File: src/rtl/ptw_axi_arbiter.sv
// Page-table-walk read arbiter: shares one AXI read port between ITLB and DTLB,
// one outstanding read, round-robin on ties, watchdog abort of hung reads.
module ptw_axi_arbiter #(
    parameter int DATA_WIDTH     = 64,
    parameter int ADDR_WIDTH     = 64,
    parameter int TIMEOUT_CYCLES = 1024,
    parameter int CNT_WIDTH      = 11
) (
    input  logic                  i_clk,
    input  logic                  i_rst,
    input  logic                  i_itlb_addr_valid,
    input  logic [ADDR_WIDTH-1:0] i_itlb_addr,
    output logic                  o_itlb_data_valid,
    output logic [DATA_WIDTH-1:0] o_itlb_data,
    output logic                  o_itlb_timeout,
    input  logic                  i_dtlb_addr_valid,
    input  logic [ADDR_WIDTH-1:0] i_dtlb_addr,
    output logic                  o_dtlb_data_valid,
    output logic [DATA_WIDTH-1:0] o_dtlb_data,
    output logic                  o_dtlb_timeout,
    output logic                  o_m_addr_valid,
    output logic [ADDR_WIDTH-1:0] o_m_addr,
    input  logic                  i_m_addr_ready,
    input  logic                  i_m_data_valid,
    input  logic [DATA_WIDTH-1:0] i_m_data,
    output logic                  o_busy
);
    typedef enum logic [1:0] {S_IDLE, S_ISSUE, S_WAIT} state_t;

    localparam bit                   TO_EN   = (TIMEOUT_CYCLES != 0);
    localparam logic [CNT_WIDTH-1:0] WD_LAST = CNT_WIDTH'(TIMEOUT_CYCLES - 1);

    state_t                r_state;
    logic                  r_pend_i, r_pend_d;
    logic [ADDR_WIDTH-1:0] r_addr_i, r_addr_d;
    logic                  r_owner;     // 0 = ITLB, 1 = DTLB
    logic                  r_last;      // requester served last, same encoding
    logic [CNT_WIDTH-1:0]  r_wd;

    logic                  w_req_i, w_req_d, w_pick_d, w_grant, w_wd_hit;
    logic [ADDR_WIDTH-1:0] w_addr_i, w_addr_d;

    // A pulse arriving in the granting cycle counts and carries the freshest address
    assign w_req_i  = r_pend_i | i_itlb_addr_valid;
    assign w_req_d  = r_pend_d | i_dtlb_addr_valid;
    assign w_addr_i = i_itlb_addr_valid ? i_itlb_addr : r_addr_i;
    assign w_addr_d = i_dtlb_addr_valid ? i_dtlb_addr : r_addr_d;
    assign w_pick_d = w_req_d & (~w_req_i | ~r_last);
    assign w_grant  = (r_state == S_IDLE) & (w_req_i | w_req_d);
    assign w_wd_hit = TO_EN && (r_wd == WD_LAST);
    assign o_busy   = (r_state != S_IDLE);

    always_ff @(posedge i_clk) begin
        if (i_rst) begin
            r_state           <= S_IDLE;
            r_pend_i          <= 1'b0;
            r_pend_d          <= 1'b0;
            r_addr_i          <= '0;
            r_addr_d          <= '0;
            r_owner           <= 1'b0;
            r_last            <= 1'b1;
            r_wd              <= '0;
            o_itlb_data_valid <= 1'b0;
            o_itlb_data       <= '0;
            o_itlb_timeout    <= 1'b0;
            o_dtlb_data_valid <= 1'b0;
            o_dtlb_data       <= '0;
            o_dtlb_timeout    <= 1'b0;
            o_m_addr_valid    <= 1'b0;
            o_m_addr          <= '0;
        end else begin
            o_itlb_data_valid <= 1'b0;
            o_itlb_timeout    <= 1'b0;
            o_dtlb_data_valid <= 1'b0;
            o_dtlb_timeout    <= 1'b0;
            if (i_itlb_addr_valid) begin
                r_pend_i <= 1'b1;
                r_addr_i <= i_itlb_addr;
            end
            if (i_dtlb_addr_valid) begin
                r_pend_d <= 1'b1;
                r_addr_d <= i_dtlb_addr;
            end
            case (r_state)
                S_IDLE: begin
                    if (w_grant) begin
                        o_m_addr_valid <= 1'b1;
                        o_m_addr       <= w_pick_d ? w_addr_d : w_addr_i;
                        r_owner        <= w_pick_d;
                        // Overrides the capture above: the granted pulse is consumed
                        if (w_pick_d) r_pend_d <= 1'b0;
                        else          r_pend_i <= 1'b0;
                        r_state        <= S_ISSUE;
                    end
                end
                S_ISSUE: begin
                    if (i_m_addr_ready) begin
                        o_m_addr_valid <= 1'b0;
                        r_wd           <= '0;
                        r_state        <= S_WAIT;
                    end
                end
                S_WAIT: begin
                    r_wd <= r_wd + 1'b1;
                    if (i_m_data_valid) begin
                        if (r_owner) begin
                            o_dtlb_data_valid <= 1'b1;
                            o_dtlb_data       <= i_m_data;
                        end else begin
                            o_itlb_data_valid <= 1'b1;
                            o_itlb_data       <= i_m_data;
                        end
                        r_last  <= r_owner;
                        r_state <= S_IDLE;
                    end else if (w_wd_hit) begin
                        if (r_owner) o_dtlb_timeout <= 1'b1;
                        else         o_itlb_timeout <= 1'b1;
                        r_last  <= r_owner;
                        r_state <= S_IDLE;
                    end
                end
                default: r_state <= S_IDLE;
            endcase
        end
    end
endmodule
File: config.mk
export PLATFORM = sky130hd
export DESIGN_NAME = ptw_axi_arbiter
export DESIGN_NICKNAME = d
export VERILOG_FILES = /design/src/rtl/ptw_axi_arbiter.sv
export SDC_FILE = /design/constraint.sdc
export NUM_CORES = 1
export LEC_CHECK = 0
export ABC_AREA = 1
export BUFFER_PORTS_ARGS = -buffer_cell sky130_fd_sc_hd__buf_2
export CORE_UTILIZATION = 40
export DETAILED_ROUTE_END_ITERATION = 8
export GPL_ROUTABILITY_DRIVEN = 0
export PLACE_DENSITY_LB_ADDON = 0.1
export SETUP_SLACK_MARGIN = 0.02
export SLEW_MARGIN = 15
export SYNTH_ARGS = -nofsm -noshare
export SYNTH_HDL_FRONTEND = slang
export SYNTH_SLANG_ARGS = --single-unit
File: constraint.sdc
create_clock -name i_clk -period 1.85 [get_ports i_clk]
set_input_delay 0.185 -clock i_clk [delete_from_list [all_inputs] [get_ports i_clk]]
set_output_delay 0.185 -clock i_clk [all_outputs]
set_load 0.01 [all_outputs]
==> flow_summary.yaml <==
run_status:
  status: "completed"
power:
  vdd_ir_drop_max_mv: 0.611
  net-switching-power_w: 0.00480
  seqPwrFrac_pct: 44.0
  power_w: 0.0184
  swShare_pct: 26.2
  pwr-share-comb_pct: 14.8
  power_report.internal_total_w: 0.0136
  power.static_leakage_nw: 8.91
  power_density_mw_per_mm2: 1020
  power_frac_clock_pct: 41.2
cts:
  cts_inserted_buffers: 39
  clk_transition_reported_paths_ns: 0.06
  cts_root_buf: "sky130_fd_sc_hd__clkbuf_16"
  numClockSinks: 342
  clockBufferDepth: 3
  clock_tree.htree_level_count: 2
  insertion_delay_ns: 0.51
  clock_tree_from_tritoncts: "yes"
  postCtsResizedCells: 0
finish:
  syn_to_final_growth_pct: 36.4
  finish.net_count: 2430
  instances_no_fill: 2700
  layout_common_cells: "sky130_fd_sc_hd__nor2_1 (400), sky130_fd_sc_hd__buf_2 (393), sky130_fd_sc_hd__dfxtp_1 (342)"
  num-fill-cells: 3195
  drive_above_1_share_pct: 25.1
  mostFrequentLayoutCell: "sky130_fd_sc_hd__nor2_1"
critical_path:
  startpoint_types: "register"
  worstPathRequired_ns: 2.29
  worst_ep_arrival_time_ns: 2.02
  critPathKind: "reg -> reg"
  setup.worst_path.end_class: "register"
  timing.critical_path.fanout_max: 33
  worst_reg_to_reg_path_cell_count: 7
hold_path:
  min-delay-path-class: "in -> reg"
  holdPathStages: 3
sta:
  period_share_pct: 85.7
  period_needed_ns: 1.59
  max_slew.worst_pin.slew_ns: 0.562
  max_freq_mhz: 631
  final.setup.tns_ns: 0
  finalMaxSlewViolations: 0
  number_of_failing_setup_endpoints_in_the_final_timing_report: 0
  final-hold-violation-count: 0
  timing.hold.ws_ns: 0.0248
  max_slew_margin_pct: 62.5
  finClkSkew_ns: 0.0144
  grt_setup_unrepaired: "false"
synthesis:
  yosys.cell_types.count: 29
  syn_nets: 1954
  syn_area_mm2: 0.0132
  postSynthCellCount: 1755
  ys_warn_count: 0
  synth.yosys.seq_area_share_pct: 52.0
  syn_avg_cell_area_um2: 7.50
  synth.ff_latch_count: 342
floorplan:
  floorplan.core_area_mm2: 0.0325
  placement_rows: 66
  die_height_um: 183
  die_w_um: 183
  design.die.area_mm2: 0.0336
  initial_utilization_pct: 40.6
  pin_count: 396
placed_design:
  port_buffers: 395
  post-dp-hpwl_mm: 26.2
  dp.cells: 2506
global_routing:
  grt-ovfl-total: 0
  grt_pass1_vias: 12533
  wire_length_of_the_first_global_routing_pass_mm: 64.0
  number_of_antenna_violations_at_the_first_check_in_global_routing: 3
  gr-usage-all-layers_pct: 23.5
  grt_start_max_net_pins: 80
drt:
  ant_nets: 0
  drt_iter0_markers: 702
  routedWlPerCell_um: 15.1
  vias_per_cell: 4.77
  drtPass1Iterations: 5
  wl_mm: 40.7
  vias: 12871
  post_detailed_route_drc_marker_count: 0
flow_run:
  maxCapViolations: 0
==> logic make-up after synthesis <==
logic type	after synthesis	share of synthesized area, %
AND/OR/NAND/NOR	857	26.7
flip-flops	342	52.0
AO/OA/AOI/OAI	339	13.1
buffers and inverters	216	8.03
adder cells (fa/ha/maj)	1	0.0950
==> per-layer routing <==
metal / routed length [um] / GRT usage, %
met5: 23 / 0
met4: 936 / 7.00
met3: 3010 / 5.94
met2: 19300 / 40.3
met1: 17500 / 28.9
==> power groups by stage <==
stage	logic, W	registers [W]	clock network, W
5_1_grt	0.00302	0.00813	0.00807
2_1_floorplan	0.00142	0.00833	0
6_report	0.00272	0.00808	0.00757
3_5_place_dp	0.00251	0.00823	0
3_3_place_gp	0.00248	0.00823	0
4_1_cts	0.00273	0.00808	0.00778
==> synth_stat cells <==
| library cell | instances | area [um2] |
|---|---|---|
| sky130_fd_sc_hd__nor2_1 | 400 | 1500 |
| sky130_fd_sc_hd__dfxtp_1 | 342 | 6850 |
| sky130_fd_sc_hd__nand2_1 | 306 | 1150 |
| sky130_fd_sc_hd__o21ai_0 | 255 | 1280 |
| sky130_fd_sc_hd__inv_1 | 92 | 345 |
| sky130_fd_sc_hd__nand3_1 | 77 | 385 |
| sky130_fd_sc_hd__a21oi_1 | 74 | 370 |
| sky130_fd_sc_hd__or2_2 | 60 | 375 |
| sky130_fd_sc_hd__clkbuf_1 | 56 | 210 |
| sky130_fd_sc_hd__buf_2 | 35 | 175 |
| sky130_fd_sc_hd__buf_6 | 24 | 270 |
| sky130_fd_sc_hd__buf_4 | 6 | 45.0 |
| sky130_fd_sc_hd__o21a_1 | 4 | 30.0 |
| sky130_fd_sc_hd__inv_2 | 3 | 11.3 |
| sky130_fd_sc_hd__nor3_1 | 3 | 15.0 |
| sky130_fd_sc_hd__a211oi_1 | 2 | 15.0 |
| sky130_fd_sc_hd__nand4_1 | 2 | 12.5 |
| sky130_fd_sc_hd__nor2_2 | 2 | 12.5 |
| sky130_fd_sc_hd__nor2_4 | 2 | 22.5 |
| sky130_fd_sc_hd__a21o_1 | 1 | 7.51 |
| sky130_fd_sc_hd__a21oi_4 | 1 | 16.3 |
| sky130_fd_sc_hd__a31oi_1 | 1 | 6.26 |
| sky130_fd_sc_hd__and2_1 | 1 | 6.26 |
| sky130_fd_sc_hd__ha_1 | 1 | 12.5 |
| sky130_fd_sc_hd__nand2_2 | 1 | 6.26 |
| sky130_fd_sc_hd__nand3b_1 | 1 | 7.51 |
| sky130_fd_sc_hd__nor2_8 | 1 | 20.0 |
| sky130_fd_sc_hd__nor3b_1 | 1 | 7.51 |
| sky130_fd_sc_hd__o41ai_1 | 1 | 8.76 |
==> metrics by stage <==
stage	util [%]	setup WS, ns	cell area, um2
after floorplan	-	0.573	13200
after global placement	47.5	0.293	15400
after detailed placement	47.5	0.296	15400
after CTS	55.3	0.250	18000
after global routing	55.3	0.112	18000
final	55.3	0.264	18000
==> area by class of cell <==
cell class	instances	area (um2)	share of cell area (%)
Sequential cell	342	6850	38.1
Multi-Input combinational cell	1197	5270	29.4
Timing Repair Buffer	556	3660	20.4
Clock buffer	57	1180	6.59
Tap cell	442	553	3.08
Inverter	95	357	1.99
Clock inverter	10	86.3	0.481
Antenna cell	1	2.50	0.0139
==> timing repair <==
item / in CTS / in global routing
setup buffers: 0 / 0
hold buffers: 126 / 0
endpoints found under the hold margin: 195 / 0
endpoints found under the setup margin: 0 / 0
==> state kept, by name, indices dropped and copies added (netlist names), 2 cells and up <==
name	cells
o_dtlb_data	64
o_itlb_data	64
o_m_addr	64
r_addr_d	64
r_addr_i	64
r_wd	11
r_state	2
==> worst paths after layout <==
kind	start	to	slack, ns
setup / recovery	r_state[1]	o_itlb_data[21]	0.26
hold / removal	i_itlb_addr[17]	r_addr_i[17]	0.02
setup reg to reg	r_state[1]	o_itlb_data[21]	0.26
hold reg to reg	o_m_addr_valid	o_m_addr_valid	0.46
==> worst max-delay path: stages, from the launching register on <==
cell and delay, ns:
sky130_fd_sc_hd__dfxtp_1 0.34, sky130_fd_sc_hd__inv_1 0.10, sky130_fd_sc_hd__nor2_4 0.09, sky130_fd_sc_hd__nand2_1 0.15, sky130_fd_sc_hd__nor2_4 0.19, sky130_fd_sc_hd__buf_4 0.36, sky130_fd_sc_hd__o21ai_0 0.15, sky130_fd_sc_hd__nor2_1 0.12
Power figures use the tool's default switching activity.
